$ cat config.mk
export PLATFORM = sky130hd
export DESIGN_NAME = pe_sequencer_flat
export DESIGN_NICKNAME = d
export VERILOG_FILES = /design/src/rtl/pe_seq_pkg.sv /design/src/rtl/pe_sequencer_if.sv /design/src/rtl/pe_sequencer.sv /design/src/flat_wrapper.sv
export SDC_FILE = /design/constraint.sdc
export NUM_CORES = 1
export LEC_CHECK = 0
export CORE_MARGIN = 5
export CORE_UTILIZATION = 35
export CTS_BUF_LIST = sky130_fd_sc_hd__clkbuf_16
export CTS_CLUSTER_DIAMETER = 80
export CTS_CLUSTER_SIZE = 16
export DETAILED_ROUTE_END_ITERATION = 8
export PLACE_DENSITY = 0.77
export SLEW_MARGIN = 20
export SYNTH_ARGS = -nofsm -noshare
export SYNTH_HDL_FRONTEND = slang
export SYNTH_SLANG_ARGS = --single-unit
$ cat constraint.sdc
create_clock -name clock -period 1.83 [get_ports clock]
set_input_delay 0.183 -clock clock [delete_from_list [all_inputs] [get_ports clock]]
set_output_delay 0.183 -clock clock [all_outputs]
set_load 0.005 [all_outputs]
$ cat src/rtl/pe_seq_pkg.sv
// Shared types and constants for the dense-layer feeder of the MAC processing element.
package pe_seq_pkg;

  typedef enum logic [2:0] {
    IDLE,
    PRE,
    HEAD,
    STREAM,
    DRAIN,
    CAPT,
    FIN
  } state_e;

  localparam int          COUNT_W   = 10;
  localparam logic [31:0] FP32_ZERO = 32'h0;

endpackage

$ cat src/rtl/pe_sequencer_if.sv
// Control, memory-read, PE-operand and result signals of pe_sequencer.
// The master side is the sequencer; the slave side is memories, PE and consumer.
interface pe_sequencer_if #(
  parameter int W_AW = 13,
  parameter int X_AW = 10,
  parameter int N_AW = 4
);
  logic            start;
  logic            ready;
  logic            done;
  logic [N_AW-1:0] bias_addr;
  logic [31:0]     bias_rdata;
  logic [W_AW-1:0] w_addr;
  logic [31:0]     w_rdata;
  logic [X_AW-1:0] x_addr;
  logic [31:0]     x_rdata;
  logic            pe_head;
  logic [31:0]     pe_w;
  logic [31:0]     pe_x;
  logic [31:0]     pe_b;
  logic [31:0]     pe_out;
  logic            res_valid;
  logic [N_AW-1:0] res_idx;
  logic [31:0]     res_data;

  modport master (
    input  start, bias_rdata, w_rdata, x_rdata, pe_out,
    output ready, done, bias_addr, w_addr, x_addr,
           pe_head, pe_w, pe_x, pe_b, res_valid, res_idx, res_data
  );

  modport slave (
    output start, bias_rdata, w_rdata, x_rdata, pe_out,
    input  ready, done, bias_addr, w_addr, x_addr,
           pe_head, pe_w, pe_x, pe_b, res_valid, res_idx, res_data
  );
endinterface

$ cat src/rtl/pe_sequencer.sv
// Runs one dense layer through the MAC PE: per neuron a header beat, N_INPUTS operand
// beats and a zero drain beat, then captures pe_out as an indexed result.
module pe_sequencer
  import pe_seq_pkg::*;
#(
  parameter int N_INPUTS  = 784,
  parameter int N_NEURONS = 10,
  parameter int W_AW      = 13,
  parameter int X_AW      = 10,
  parameter int N_AW      = 4
) (
  input  logic           clock,
  input  logic           rst_n,
  pe_sequencer_if.master bus
);

  localparam logic [COUNT_W-1:0] LAST_J     = COUNT_W'(N_INPUTS - 1);
  localparam logic [N_AW-1:0]    LAST_N     = N_AW'(N_NEURONS - 1);
  localparam logic [W_AW-1:0]    W_STEP     = W_AW'(N_INPUTS);
  localparam logic [9:0]         N_FIELD    = 10'(N_INPUTS);
  localparam logic [31:0]        COUNT_BEAT = {22'b0, N_FIELD};

  state_e              state_q, state_d;
  logic [N_AW-1:0]     nidx_q, nidx_d;
  logic [N_AW-1:0]     bias_addr_q, bias_addr_d;
  logic [W_AW-1:0]     w_base_q, w_base_d;
  logic [W_AW-1:0]     w_addr_q, w_addr_d;
  logic [X_AW-1:0]     x_addr_q, x_addr_d;
  logic [COUNT_W-1:0]  j_q, j_d;
  logic [31:0]         bias_q, bias_d;
  logic                res_valid_q, res_valid_d;
  logic                done_q, done_d;

  always_comb begin
    state_d     = state_q;
    nidx_d      = nidx_q;
    bias_addr_d = bias_addr_q;
    w_base_d    = w_base_q;
    w_addr_d    = w_addr_q;
    x_addr_d    = x_addr_q;
    j_d         = j_q;
    bias_d      = bias_q;
    res_valid_d = 1'b0;
    done_d      = 1'b0;
    case (state_q)
      IDLE: begin
        if (bus.start) begin
          nidx_d      = '0;
          w_base_d    = '0;
          bias_addr_d = '0;
          state_d     = PRE;
        end
      end
      PRE: begin
        w_addr_d = w_base_q;
        x_addr_d = '0;
        state_d  = HEAD;
      end
      HEAD: begin
        // Bias is held locally so the drain beat does not depend on the memory output.
        bias_d = bus.bias_rdata;
        j_d    = '0;
        if (N_INPUTS > 1) begin
          w_addr_d = w_addr_q + W_AW'(1);
          x_addr_d = x_addr_q + X_AW'(1);
        end
        state_d = STREAM;
      end
      STREAM: begin
        j_d = j_q + COUNT_W'(1);
        if (j_q == LAST_J) begin
          state_d = DRAIN;
        end else if (j_q + COUNT_W'(1) != LAST_J) begin
          w_addr_d = w_addr_q + W_AW'(1);
          x_addr_d = x_addr_q + X_AW'(1);
        end
      end
      DRAIN: begin
        res_valid_d = 1'b1;
        state_d     = CAPT;
      end
      CAPT: begin
        if (nidx_q == LAST_N) begin
          state_d = FIN;
        end else begin
          nidx_d      = nidx_q + N_AW'(1);
          bias_addr_d = nidx_q + N_AW'(1);
          w_base_d    = w_base_q + W_STEP;
          state_d     = PRE;
        end
      end
      FIN: begin
        done_d  = 1'b1;
        state_d = IDLE;
      end
      default: state_d = IDLE;
    endcase
  end

  always_ff @(posedge clock or negedge rst_n) begin
    if (!rst_n) begin
      state_q     <= IDLE;
      nidx_q      <= '0;
      bias_addr_q <= '0;
      w_base_q    <= '0;
      w_addr_q    <= '0;
      x_addr_q    <= '0;
      j_q         <= '0;
      bias_q      <= FP32_ZERO;
      res_valid_q <= 1'b0;
      done_q      <= 1'b0;
    end else begin
      state_q     <= state_d;
      nidx_q      <= nidx_d;
      bias_addr_q <= bias_addr_d;
      w_base_q    <= w_base_d;
      w_addr_q    <= w_addr_d;
      x_addr_q    <= x_addr_d;
      j_q         <= j_d;
      bias_q      <= bias_d;
      res_valid_q <= res_valid_d;
      done_q      <= done_d;
    end
  end

  // Operands pass straight from the memories; zero outside the beats keeps the PE benign.
  always_comb begin
    bus.pe_w = FP32_ZERO;
    bus.pe_x = FP32_ZERO;
    bus.pe_b = FP32_ZERO;
    case (state_q)
      HEAD: begin
        bus.pe_x = COUNT_BEAT;
        bus.pe_b = bus.bias_rdata;
      end
      STREAM: begin
        bus.pe_w = bus.w_rdata;
        bus.pe_x = bus.x_rdata;
        bus.pe_b = bias_q;
      end
      DRAIN:   bus.pe_b = bias_q;
      default: ;
    endcase
  end

  assign bus.ready     = (state_q == IDLE);
  assign bus.done      = done_q;
  assign bus.bias_addr = bias_addr_q;
  assign bus.w_addr    = w_addr_q;
  assign bus.x_addr    = x_addr_q;
  assign bus.pe_head   = (state_q == HEAD);
  assign bus.res_valid = res_valid_q;
  assign bus.res_idx   = res_valid_q ? nidx_q : '0;
  assign bus.res_data  = res_valid_q ? bus.pe_out : FP32_ZERO;

endmodule

$ cat src/flat_wrapper.sv
// flat-port wrapper written by rule: the top's interface ports become plain ports
module pe_sequencer_flat import pe_seq_pkg::*;
#(
  parameter int N_INPUTS  = 784,
  parameter int N_NEURONS = 10,
  parameter int W_AW      = 13,
  parameter int X_AW      = 10,
  parameter int N_AW      = 4
)
  (clock, rst_n, bus_start, bus_bias_rdata, bus_w_rdata, bus_x_rdata, bus_pe_out, bus_ready, bus_done, bus_bias_addr, bus_w_addr, bus_x_addr, bus_pe_head, bus_pe_w, bus_pe_x, bus_pe_b, bus_res_valid, bus_res_idx, bus_res_data);
  pe_sequencer_if #(.W_AW(W_AW), .X_AW(X_AW), .N_AW(N_AW)) bus_i ();
  input  logic clock;
  input  logic rst_n;
  input wire logic [$bits(bus_i.start)-1:0] bus_start;
  input wire logic [$bits(bus_i.bias_rdata)-1:0] bus_bias_rdata;
  input wire logic [$bits(bus_i.w_rdata)-1:0] bus_w_rdata;
  input wire logic [$bits(bus_i.x_rdata)-1:0] bus_x_rdata;
  input wire logic [$bits(bus_i.pe_out)-1:0] bus_pe_out;
  output wire logic [$bits(bus_i.ready)-1:0] bus_ready;
  output wire logic [$bits(bus_i.done)-1:0] bus_done;
  output wire logic [$bits(bus_i.bias_addr)-1:0] bus_bias_addr;
  output wire logic [$bits(bus_i.w_addr)-1:0] bus_w_addr;
  output wire logic [$bits(bus_i.x_addr)-1:0] bus_x_addr;
  output wire logic [$bits(bus_i.pe_head)-1:0] bus_pe_head;
  output wire logic [$bits(bus_i.pe_w)-1:0] bus_pe_w;
  output wire logic [$bits(bus_i.pe_x)-1:0] bus_pe_x;
  output wire logic [$bits(bus_i.pe_b)-1:0] bus_pe_b;
  output wire logic [$bits(bus_i.res_valid)-1:0] bus_res_valid;
  output wire logic [$bits(bus_i.res_idx)-1:0] bus_res_idx;
  output wire logic [$bits(bus_i.res_data)-1:0] bus_res_data;
  assign bus_i.start = bus_start;
  assign bus_i.bias_rdata = bus_bias_rdata;
  assign bus_i.w_rdata = bus_w_rdata;
  assign bus_i.x_rdata = bus_x_rdata;
  assign bus_i.pe_out = bus_pe_out;
  assign bus_ready = bus_i.ready;
  assign bus_done = bus_i.done;
  assign bus_bias_addr = bus_i.bias_addr;
  assign bus_w_addr = bus_i.w_addr;
  assign bus_x_addr = bus_i.x_addr;
  assign bus_pe_head = bus_i.pe_head;
  assign bus_pe_w = bus_i.pe_w;
  assign bus_pe_x = bus_i.pe_x;
  assign bus_pe_b = bus_i.pe_b;
  assign bus_res_valid = bus_i.res_valid;
  assign bus_res_idx = bus_i.res_idx;
  assign bus_res_data = bus_i.res_data;
  pe_sequencer #(.N_INPUTS(N_INPUTS), .N_NEURONS(N_NEURONS), .W_AW(W_AW), .X_AW(X_AW), .N_AW(N_AW)) u_core (.clock(clock), .rst_n(rst_n), .bus(bus_i));
endmodule
==> impl_metrics.py <==
metrics = {
    "global_route": {
        "overflow": 0,
        "grt_usage_pct": 22.6,
        "grt.busiest_layer": "met2",
        "grt_pass1_wl_um": 32900,
        "grt_pass1_vias": 6254,
        "grt_max_degree": 42,
        "antenna_found_initial": 0,
        "grt_util_met3_pct": 4.70,
        "use_met2_pct": 39.6,
        "grt_util_met1_pct": 28.1,
    },
    "yosys": {
        "synth_top_family_by_area": "simple AND/OR/NAND/NOR gates",
        "synth_compound_area_share_pct": 17.5,
        "synth_area_per_cell_um2": 9.04,
        "ys.flop_type": "dfrtp_1",
        "async_reset_ff_share_pct": 100,
        "synth.area.top_cells": "dfrtp_1, and3_1, mux2_2, a22o_1, and2_1",
        "synth_edf_count": 0,
        "synth_xor_area_share_pct": 1.52,
        "netlist_area_um2": 5170,
        "synth_seq_area_share_pct": 40.2,
        "ys_ff_latch": 83,
        "synthCells": 572,
        "synth_mux_area_share_pct": 7.55,
        "synth_top_area_share_pct": 40.2,
        "synthSimpleGateAreaFrac_pct": 27.2,
        "ys_types": 50,
        "syn-num-nets": 710,
        "synthAdderAreaFrac_pct": 1.69,
        "ys_warn_count": 0,
        "yosysTopAreaCell": "dfrtp_1",
    },
    "critical_path": {
        "rr_startpoint": "u_core.j_q[1]$_DFFE_PN0N_",
        "startpoint_type": "flip-flop",
        "critPathKind": "reg2reg",
        "crit_start": "u_core.j_q[1]$_DFFE_PN0N_",
        "worstSetupEndpointType": "flip-flop",
        "cp.required_ps": 2050,
        "worstPathArrival_ps": 2350,
        "cp_max_fo": 7,
    },
    "routing": {
        "drt-initial-drc-count": 576,
        "routed_via_density": 5.52,
        "ant_nets": 0,
        "firstDrtPassIters": 5,
        "totalWireLength_um": 22600,
        "vias": 6367,
        "post_drt_wl_per_cell_um": 19.6,
        "drc": 0,
    },
    "timing": {
        "rsz0062_at_grt": "true",
        "fin_hold_ws_ps": 372,
        "final-hold-violation-count": 0,
        "period_share_pct": 116,
        "min_period_ps": 2120,
        "tns_ps": -15000,
        "fmax_mhz": 471,
        "tightest_slew_ps": 548,
        "clock-skew-final_ps": 12.4,
        "finalMaxSlewViolations": 0,
        "setup_ws_ps": -291,
        "slew_headroom_pct": 63.4,
        "setup_viol": 113,
    },
    "hold_path": {
        "hold_class": "in2async",
    },
    "power": {
        "power_density_nw_per_um2": 412,
        "p_leak_nw": 4.64,
        "peakVddDrop_uv": 455,
    },
    "place": {
        "placed_cells": 1064,
        "gp_congestion": 0.818,
        "place_ws_ps": -144,
        "dpl.hpwl_um": 13700,
        "port_buffers": 293,
    },
    "clocking": {
        "cts_buffers": 9,
        "cts.sink_count": 83,
        "cts_tree": "done",
        "clock-root-buffer": "clkbuf_16",
        "clk_pin_slew_ps": 70,
        "clkLatencyLatePin_ps": 340,
        "h-tree-depth": 3,
        "clock_path_buffers": 2,
    },
    "floorplanning": {
        "fp.dieW_um": 132,
        "core-area_um2": 14500,
        "rows": 44,
        "die_y_um": 132,
        "pin_count": 294,
        "dieArea_um2": 17300,
        "start_util_pct": 35.6,
    },
    "cells_and_area": {
        "syn2layout_area_growth_pct": 98.8,
        "drive_above_1_share_pct": 37.9,
        "fin_cells": 1154,
        "diodes": 0,
        "utilization_pct": 70.8,
        "final_nets": 1103,
    },
    "run_status": {
        "status": "finished with violations",
        "violations": "negative setup slack",
    },
    "job": {
        "maxCapViolCount": 0,
    },
}
## routing by layer
metal	up-vias	share of wire, %
met1	3108	40
met2	327	51
li1	2882	-
met4	0	2.2
met3	50	6.8
met5	-	0
## sequential cells by signal, indices dropped and copies added (netlist names)
| name | cells |
|---|---|
| u_core.bus.done | 1 |
| u_core.bias_q | 32 |
| u_core.bus.res_valid | 1 |
| u_core.state_q | 3 |
| u_core.w_base_q | 9 |
| u_core.bus.w_addr | 13 |
| u_core.nidx_q | 4 |
| u_core.j_q | 10 |
| u_core.bus.x_addr | 10 |
## critical path, stage by stage, from the launching register on
cell,delay [ps]
dfrtp_2,420
ha_4,190
nand3_4,120
or3_4,350
a22oi_2,200
and3_4,310
buf_6,130
nor2_4,40
a211o_1,260
## layout make-up
cell class                      instances  area (um^2)
Clock buffer                            9          225
Clock inverter                          7         42.5
Fill cell                            1024         4250
Inverter                                4         15.0
Multi-Input combinational cell        435         3410
Sequential cell                        83         2090
Tap cell                              184          230
Timing Repair Buffer                  432         4270
## cells in the mapped netlist (2+ instances only)
cell and count:
dfrtp_1 83, and3_1 78, o21ai_0 40, and2_1 39, nand2_1 36, a22o_1 35, clkbuf_1 34, mux2_2 32
nor2_1 32, nand3_1 20, o31ai_1 17, buf_2 11, nand2b_1 11, nand4_1 11, nor3_1 11, a21oi_1 10
xor2_1 8, ha_1 7, a211o_1 5, a31oi_1 4, buf_1 4, inv_1 4, nand3b_1 4, mux2i_1 3
o21a_1 3, a211oi_1 2, a2bb2oi_1 2, nor2b_1 2, nor3b_1 2, o21ai_1 2
## final timing paths
| check | cells past startpoint | endpoint | slack (ps) |
|---|---|---|---|
| worst max-delay path | 8 | u_core.bus.w_addr[11]$_DFFE_PN0P_ | -290 |
| worst min-delay path | 2 | u_core.bus.w_addr[1]$_DFFE_PN0P_ | 370 |
| worst max register to register | 8 | u_core.bus.w_addr[11]$_DFFE_PN0P_ | -290 |
| worst min register to register | 1 | u_core.bias_q[0]$_DFFE_PN0P_ | 510 |
| max in group asynchronous | 3 | u_core.nidx_q[3]$_DFFE_PN0P_ | 920 |
| min in group clock | 2 | u_core.bias_q[7]$_DFFE_PN0P_ | 490 |
## placed cells by master (no fill, tap or decap), types with 29 or more instances in the layout
cell type,count
buf_6,44
a22o_1,35
nor2_1,29
buf_4,76
and2_1,39
nand2_1,32
and3_1,53
dfrtp_1,76
clkdlybuf4s50_1,194
mux2_2,32
buf_2,61
## through the flow
step           total power, W  area (um^2)
2_1_floorplan         0.00206         5210
3_3_place_gp          0.00262         8810
3_5_place_dp          0.00263         8810
4_1_cts               0.00425         9660
5_1_grt               0.00439        10300
6_report              0.00424        10300
## power breakdown
part	internal, W	switching, W	total, W
logic	0.000463	0.000197	0.000660
registers	0.00187	0.0000199	0.00189
clock network	0.000913	0.000777	0.00169
## timing repair
| action | 4_1_cts | 5_1_grt |
|---|---|---|
| cloned | 7 | 10 |
| setup endpoints to repair | 122 | 113 |
| hold buffers | 1 | 0 |
| setup buffers | 32 | 32 |
| gates resized for setup | 297 | 228 |
| pin swaps | 28 | 49 |
| endpoints found under the hold margin | 36 | 0 |
## logic make-up after synthesis
| family | count (synthesis) |
|---|---|
| simple gates | 254 |
| compound gates | 130 |
| flops | 83 |
| buf+inv | 54 |
| mux | 35 |
| xor+xnor | 9 |
| fa+ha+maj | 7 |
(Power assumes the default switching activity.)
==> edit 1: new RTL, same settings <==
Re-encode `state_e` (7 states) as one-hot, 7 bits wide.
--- a/src/rtl/pe_seq_pkg.sv
+++ b/src/rtl/pe_seq_pkg.sv
@@ -1,14 +1,14 @@
 // Shared types and constants for the dense-layer feeder of the MAC processing element.
 package pe_seq_pkg;
 
-  typedef enum logic [2:0] {
-    IDLE,
-    PRE,
-    HEAD,
-    STREAM,
-    DRAIN,
-    CAPT,
-    FIN
+  typedef enum logic [6:0] {
+    IDLE   = 7'b0000001,
+    PRE    = 7'b0000010,
+    HEAD   = 7'b0000100,
+    STREAM = 7'b0001000,
+    DRAIN  = 7'b0010000,
+    CAPT   = 7'b0100000,
+    FIN    = 7'b1000000
   } state_e;
 
   localparam int          COUNT_W   = 10;
Check against the original RTL: same outputs for any inputs over 10 cycles, from zero or initial values and one cycle with rst_n low; not proved beyond that.
==> edit 1 against the original RTL <==
Worst setup slack got worse by 330 ps; design area increased by 2.1%; routed wire length is 1.9% higher; synthesized cell count decreased by 0.70%; die area increased by 1.0%; sequential cell count up 4; first-iteration DRC count shrank 34%; synthesized area is 1.1% higher; worst hold slack better by 9.8 ps; global-route usage increased by 1.9 points; the flow still finishes with violations (setup timing).
Power is not compared: it rests on default switching activity, and its combinational part moved more than twofold at a synthesized area within 25%.
==> edit 1: results (changes against the original RTL) <==
Run status
  • Status: finished with violations (unchanged)
  • Failing checks: setup timing (unchanged)

Hold path
  • HP Class: primary input to asynchronous set/reset pin (unchanged)

Power and ir drop
  • VDD IR max: 0.0007460 V
  • Int Power: 6.122 mW
  • P_leak: 4.848 nW

Route
  • WL met2: 11570 um (was 11470 um)
  • DR iter-0 viols: 381 (was 576)
  • Top sig layer: met4 (unchanged)
  • Metal3 WL: 1371 um (was 1531 um)
  • Met1 wire length: 9442 um (was 9094 um)
  • Vias: 6225 (was 6367)
  • First-pass detailed-route iteration total: 5 (unchanged)
  • WL/cell: 19.65 um (was 19.57 um)

Synth
  • Post-synthesis sequential area ratio: 41.66% (was 40.15%)
  • Top post-synthesis cells by count: 86 x dfrtp_1, 68 x and3_1, 48 x nand2_1 (was 83 x dfrtp_1, 78 x and3_1, 40 x o21ai_0)
  • Post-synth ARST share: 100.0% (unchanged)
  • Synth area leaders: dfrtp_1 41%, and3_1 8.1%, mux2_2 6.9% (was dfrtp_1 40%, and3_1 9.4%, mux2_2 7.0%)
  • Synth unique cells: 56 (was 50)
  • Syn. warnings: 0 (unchanged)
  • Post-Syn Nets: 706 (was 710)

Placement
  • Port Buffers: 293 (unchanged)
  • Post-Place Worst Slack: -552.4 ps (was -143.5 ps)
  • GPL Wtd Cong: 0.9230 (was 0.8182)
  • Post-DP HPWL: 14950 um (was 13660 um)

Clocking
  • Clock Pin Slew Worst Setup and Hold Paths: 70 ps (about the same)
  • CTS Root Cell: clkbuf_16 (unchanged)
  • Number of H-tree levels: 3 (unchanged)
  • Cts bufs inserted: 9 (unchanged)
  • Maximum clock insertion buffer count: 2 (unchanged)
  • Clock latency on the worst-skew pair: 340 ps (about the same)

Setup path
  • Reg-to-reg setup timing slack: -530 ps (was -290 ps)
  • Reg2reg start: u_core.state_q[4] (was u_core.j_q[1])
  • Critical Path AT: 2270 ps (was 2350 ps)
  • Crit-path max FO: 6 (was 7)
  • Worst reg2reg endpoint: u_core.bus.w_addr[2] (was u_core.bus.w_addr[11])
  • Reg2reg path depth: 12 (was 8)

GRT
  • Total GRT Usage: 24.52% (was 22.62%)
  • Initial antenna violation count: 1 (was 0)
  • Largest net degree at the start of global routing: 38 (was 42)
  • First-pass GRT wire length: 34960 um (was 32890 um)

Layout
  • Largest register FFs: 32 (unchanged)
  • Top reg by flops: u_core.bias_q (unchanged)
  • Layout cells sized above 1: 38.13% (was 37.94%)
  • Net total in the final layout: 1119 (was 1103)

Timing
  • Worst-Margin Slew: 508.7 ps (was 548.4 ps)
  • Final setup viols: 180 (was 113)
  • Clock skew: 6.974 ps (was 12.45 ps)
  • Setup TNS: -72380 ps (was -15000 ps)
  • Final worst slack: -625.2 ps (was -291.1 ps)
[edit 1: area by class of cell]
| class | instances | area (um2) |
|---|---|---|
| multi-input combinational | 432 | 3387 |
| antenna | 1 | 2.502 |
| tap | 184 | 230.2 |
| clock buffer | 9 | 225.2 |
| timing repair buffer | 447 | 4368 |
| clock inverter | 7 | 96.34 |
| sequential | 87 | 2178 |
| inverter | 4 | 15.01 |
| fill | 1007 | 4086 |
[edit 1: cells by family (layout without fill, tap and decap cells)]
kind of cell | after synthesis | in the layout | share of synthesized area, %
DFF | 87 | 87 | 41.66
xor gates and xnor gates | 13 | 13 | 2.178
AOI/OAI and AO/OA | 130 | 130 | 16.49
muxes | 34 | 34 | 7.275
adders and majority gates | 7 | 7 | 1.675
other | 0 | 1 | 0
and+or+nand+nor | 248 | 248 | 26.66
buffers and inverters | 49 | 467 | 4.068
[edit 1: what timing repair did]
| action | in CTS | in global routing |
|---|---|---|
| pin swaps | 29 | 33 |
| hold endpoints to repair | 34 | 0 |
| gates resized for setup | 464 | 62 |
| setup buffers | 44 | 12 |
| hold buffers | 1 | 0 |
| gates cloned | 13 | 0 |
| setup endpoints to repair | 179 | 214 |
[edit 1: power by group through the flow]
stage	Clock, mW	Sequential (mW)	Combinational, mW
after floorplan	0	2.70	1.35
after global placement	0	2.81	2.62
after detailed placement	0	2.80	2.65
after CTS	1.99	2.80	3.86
after global routing	2.09	2.89	4.34
final	1.97	2.85	4.10
[edit 1: metrics by stage]
step | utilization, % | hold WS, ps | std cells | instance area, um2 | total power, mW
2_1_floorplan | - | -112.6 | 568 | 5474 | 4.049
3_3_place_gp | 62.53 | 170.6 | 1089 | 9123 | 5.423
3_5_place_dp | 62.53 | 174.1 | 1089 | 9123 | 5.455
4_1_cts | 70.36 | 366.2 | 1162 | 10260 | 8.650
5_1_grt | 71.99 | 419.2 | 1171 | 10500 | 9.319
6_report | 71.99 | 381.5 | 1171 | 10500 | 8.915
[edit 1: worst max-delay path by stage]
stage | slack [ps] | to | from
after CTS | -670 | bus_pe_b[19] | u_core.state_q[5]
after global placement | -500 | bus_pe_b[14] | u_core.state_q[0]
final | -630 | bus_pe_b[22] | u_core.state_q[5]
after global routing | -730 | u_core.bus.w_addr[1] | u_core.state_q[6]
after floorplan | -200 | u_core.bus.w_addr[9] | u_core.state_q[4]
after detailed placement | -550 | bus_pe_b[19] | u_core.state_q[0]
[edit 1: per-layer routing]
metal | vias to the layer above | track usage [%]
li1 | 2897 | -
met1 | 2992 | 30.95
met2 | 282 | 41.94
met3 | 54 | 5.458
met4 | 0 | 7.466
met5 | - | 0
[edit 1: worst max-delay path, stage by stage, from the launching register on]
cell     delay, ps
dfrtp_1        370
or4_4          560
nor4b_4        270
buf_6          140
buf_6          100
buf_12         110
buf_16         110
a22o_1         150
buf_2          120
==> edit 2: new RTL, config.mk and constraints unchanged <==
Without the edit above. `X_AW` is set to 10 in 3 places; all go to 9.
--- a/src/rtl/pe_sequencer_if.sv
+++ b/src/rtl/pe_sequencer_if.sv
@@ -2,7 +2,7 @@
 // The master side is the sequencer; the slave side is memories, PE and consumer.
 interface pe_sequencer_if #(
   parameter int W_AW = 13,
-  parameter int X_AW = 10,
+  parameter int X_AW = 9,
   parameter int N_AW = 4
 );
   logic            start;
--- a/src/rtl/pe_sequencer.sv
+++ b/src/rtl/pe_sequencer.sv
@@ -6,7 +6,7 @@
   parameter int N_INPUTS  = 784,
   parameter int N_NEURONS = 10,
   parameter int W_AW      = 13,
-  parameter int X_AW      = 10,
+  parameter int X_AW      = 9,
   parameter int N_AW      = 4
 ) (
   input  logic           clock,
--- a/src/flat_wrapper.sv
+++ b/src/flat_wrapper.sv
@@ -4,7 +4,7 @@
   parameter int N_INPUTS  = 784,
   parameter int N_NEURONS = 10,
   parameter int W_AW      = 13,
-  parameter int X_AW      = 10,
+  parameter int X_AW      = 9,
   parameter int N_AW      = 4
 )
   (clock, rst_n, bus_start, bus_bias_rdata, bus_w_rdata, bus_x_rdata, bus_pe_out, bus_ready, bus_done, bus_bias_addr, bus_w_addr, bus_x_addr, bus_pe_head, bus_pe_w, bus_pe_x, bus_pe_b, bus_res_valid, bus_res_idx, bus_res_data);
Ports: changed (resized bus_x_addr); port bits go from 294 to 293. No check against the original RTL was run, so the function may have changed too.
==> edit 2 against the original RTL <==
The run still ends with setup timing left; die area is 1.4% lower; sequential share of layout area is 0.11 points higher; synthesized area is 1.5% lower; worst setup slack worse by 45 ps; sequential cell count is 1 lower; final cell count is 2.8% lower; power is 6.0% higher; clock power is 15% higher; count of clock-buffer cells in the layout stayed put; design area is 2.0% lower; routed wire length is 1.2% lower; largest cell class unchanged.
==> edit 2: results (changes against the original RTL) <==
Layout
  • Net total in the final layout: 1068 (was 1103)
  • Layout cells sized above 1: 38.61% (was 37.94%)
  • # fillers: 1054 (was 1024)
  • Largest register FFs: 32 (unchanged)
  • Top reg by flops: u_core.bias_q (unchanged)

GRT
  • Initial antenna violation count: 2 (was 0)
  • Largest net degree at the start of global routing: 64 (was 42)
  • Number of global-route vias before repair: 6042 (was 6254)
  • Total GRT Usage: 24.16% (was 22.62%)
  • First-pass GRT wire length: 32370 um (was 32890 um)
  • Grt total ovfl: 0 (unchanged)

Power and ir drop
  • VDD IR max: 0.0004600 V (was 0.0004549 V)
  • P_leak: 4.551 nW (was 4.643 nW)
  • Net Sw Frac: 21.55% (was 23.43%)

Timing
  • Clock skew: 11.39 ps (was 12.45 ps)
  • Final setup viols: 108 (was 113)
  • Setup TNS: -16710 ps (was -15000 ps)
  • Final worst slack: -335.6 ps (was -291.1 ps)
  • Slew HR: 68.11% (was 63.44%)

Synth
  • Top post-synthesis cells by count: 82 x dfrtp_1, 71 x and3_1, 41 x and2_1, 41 x nand2_1, 37 x clkbuf_1 (was 83 x dfrtp_1, 78 x and3_1, 40 x o21ai_0)
  • Post-synth ARST share: 100.0% (unchanged)
  • Post-synthesis mux area share: 8.157% (was 7.547%)
  • Adder-Cell Fraction of Synth Area: 1.720% (was 1.693%)
  • Synth Area in XOR/XNOR: 1.720% (was 1.524%)
  • Synth unique cells: 47 (was 50)
  • Compound-Gate Fraction of Synth Area: 17.62% (was 17.54%)
  • Post-synthesis sequential area ratio: 40.29% (was 40.15%)
  • Post-Syn Nets: 688 (was 710)
  • Synth area leaders: dfrtp_1 40%, and3_1 8.7%, mux2_2 7.3% (was dfrtp_1 40%, and3_1 9.4%, mux2_2 7.0%)
  • Syn. warnings: 0 (unchanged)

Clocking
  • Number of H-tree levels: 3 (unchanged)
  • Cts bufs inserted: 9 (unchanged)
  • CTS Root Cell: clkbuf_16 (unchanged)
  • Clock Pin Slew Worst Setup and Hold Paths: 70 ps (about the same)
  • Maximum clock insertion buffer count: 2 (unchanged)
  • Clock latency on the worst-skew pair: 340 ps (about the same)

Placement
  • GPL Wtd Cong: 0.8593 (was 0.8182)
  • Port Buffers: 292 (was 293)
  • Post-DP HPWL: 14660 um (was 13660 um)
  • Post-Place Worst Slack: -294.0 ps (was -143.5 ps)

Setup path
  • Crit-path max FO: 8 (was 7)
  • Critical Path AT: 2420 ps (was 2350 ps)
  • Reg2reg start: u_core.j_q[0] (was u_core.j_q[1])
  • Worst reg2reg endpoint: u_core.bus.w_addr[3] (was u_core.bus.w_addr[11])
  • CP Launch Point: u_core.j_q[0] (was u_core.j_q[1])
  • Crit start category: flip-flop (unchanged)
  • Reg2reg path depth: 7 (was 8)
  • Setup CP Type: flip-flop to flip-flop (unchanged)

Run status
  • Status: finished with violations (unchanged)
  • Failing checks: setup timing (unchanged)

Route
  • WL/cell: 19.89 um (was 19.57 um)
  • DR iter-0 viols: 319 (was 576)
  • Vias per cell: 5.310 (was 5.517)
  • First-pass detailed-route iteration total: 5 (unchanged)

Hold path
  • HP Class: primary input to asynchronous set/reset pin (unchanged)
## edit 2: cell type report
class	count	area, um2	area share [%]
repair buffers	414	4095	40.64
well taps	184	230.2	2.285
clock inverters	7	92.59	0.9188
diodes	3	7.507	0.07450
flip-flops and latches	82	2054	20.39
clock buffers	9	225.2	2.235
inverters	9	37.54	0.3725
multi-input cells	414	3334	33.09
## edit 2: stage by stage
step           instance area [um2]  std cells  hold WS, ps  util (%)
2_1_floorplan                 5140        550       -112.6         -
3_3_place_gp                  8597       1039        176.0     59.60
3_5_place_dp                  8597       1039        178.4     59.60
4_1_cts                       9652       1113        355.6     66.92
5_1_grt                      10070       1121        404.3     69.85
6_report                     10080       1122        344.4     69.86
## edit 2: layer usage
layer / track usage (%) / wire (um) / vias to the layer above
li1: - / - / 2763
met1: 28.25 / 8347 / 2871
met2: 43.08 / 11440 / 291
met3: 6.260 / 2000 / 33
met4: 7.985 / 528 / 0
met5: 0 / 0 / -
## edit 2: critical path: stages (launching register included)
cell     delay [ps]
dfrtp_1         430
ha_4            190
and3_4          220
and4_4          240
nor3_4           60
or4_4           640
a31o_1          260
o31ai_2          50
## edit 2: timing repair
item,CTS,global route
buffers inserted,45,13
gates cloned,14,1
endpoints found under the setup margin,124,130
pin swaps,24,37
endpoints found under the hold margin,31,0
resized for setup,474,123
hold buffers,1,0
## edit 2: kinds of logic (layout without fill, tap and decap cells)
family,Yosys count,in the layout
xor gates and xnor gates,10,10
other,0,3
and+or+nand+nor,233,234
muxes,37,37
AOI/OAI and AO/OA,126,126
DFF,82,82
adders and majority gates,7,7
buffers and inverters,55,439
## edit 2: worst min-delay path by stage
stage / endpoint / slack (ps) / cells after the start
2_1_floorplan: u_core.bias_q[0] / -110 / 0
3_3_place_gp: u_core.bus.x_addr[3] / 180 / 1
3_5_place_dp: u_core.bus.x_addr[4] / 180 / 1
4_1_cts: u_core.bus.x_addr[4] / 360 / 2
5_1_grt: u_core.bus.x_addr[4] / 400 / 2
6_report: u_core.bus.x_addr[4] / 340 / 2
## edit 2: power by group through the flow
stage	registers, mW	clock network, mW	logic [mW]
2_1_floorplan	1.90	0	0.137
3_3_place_gp	1.90	0	0.701
3_5_place_dp	1.90	0	0.706
4_1_cts	1.87	1.98	0.647
5_1_grt	1.87	2.05	0.741
6_report	1.87	1.94	0.692
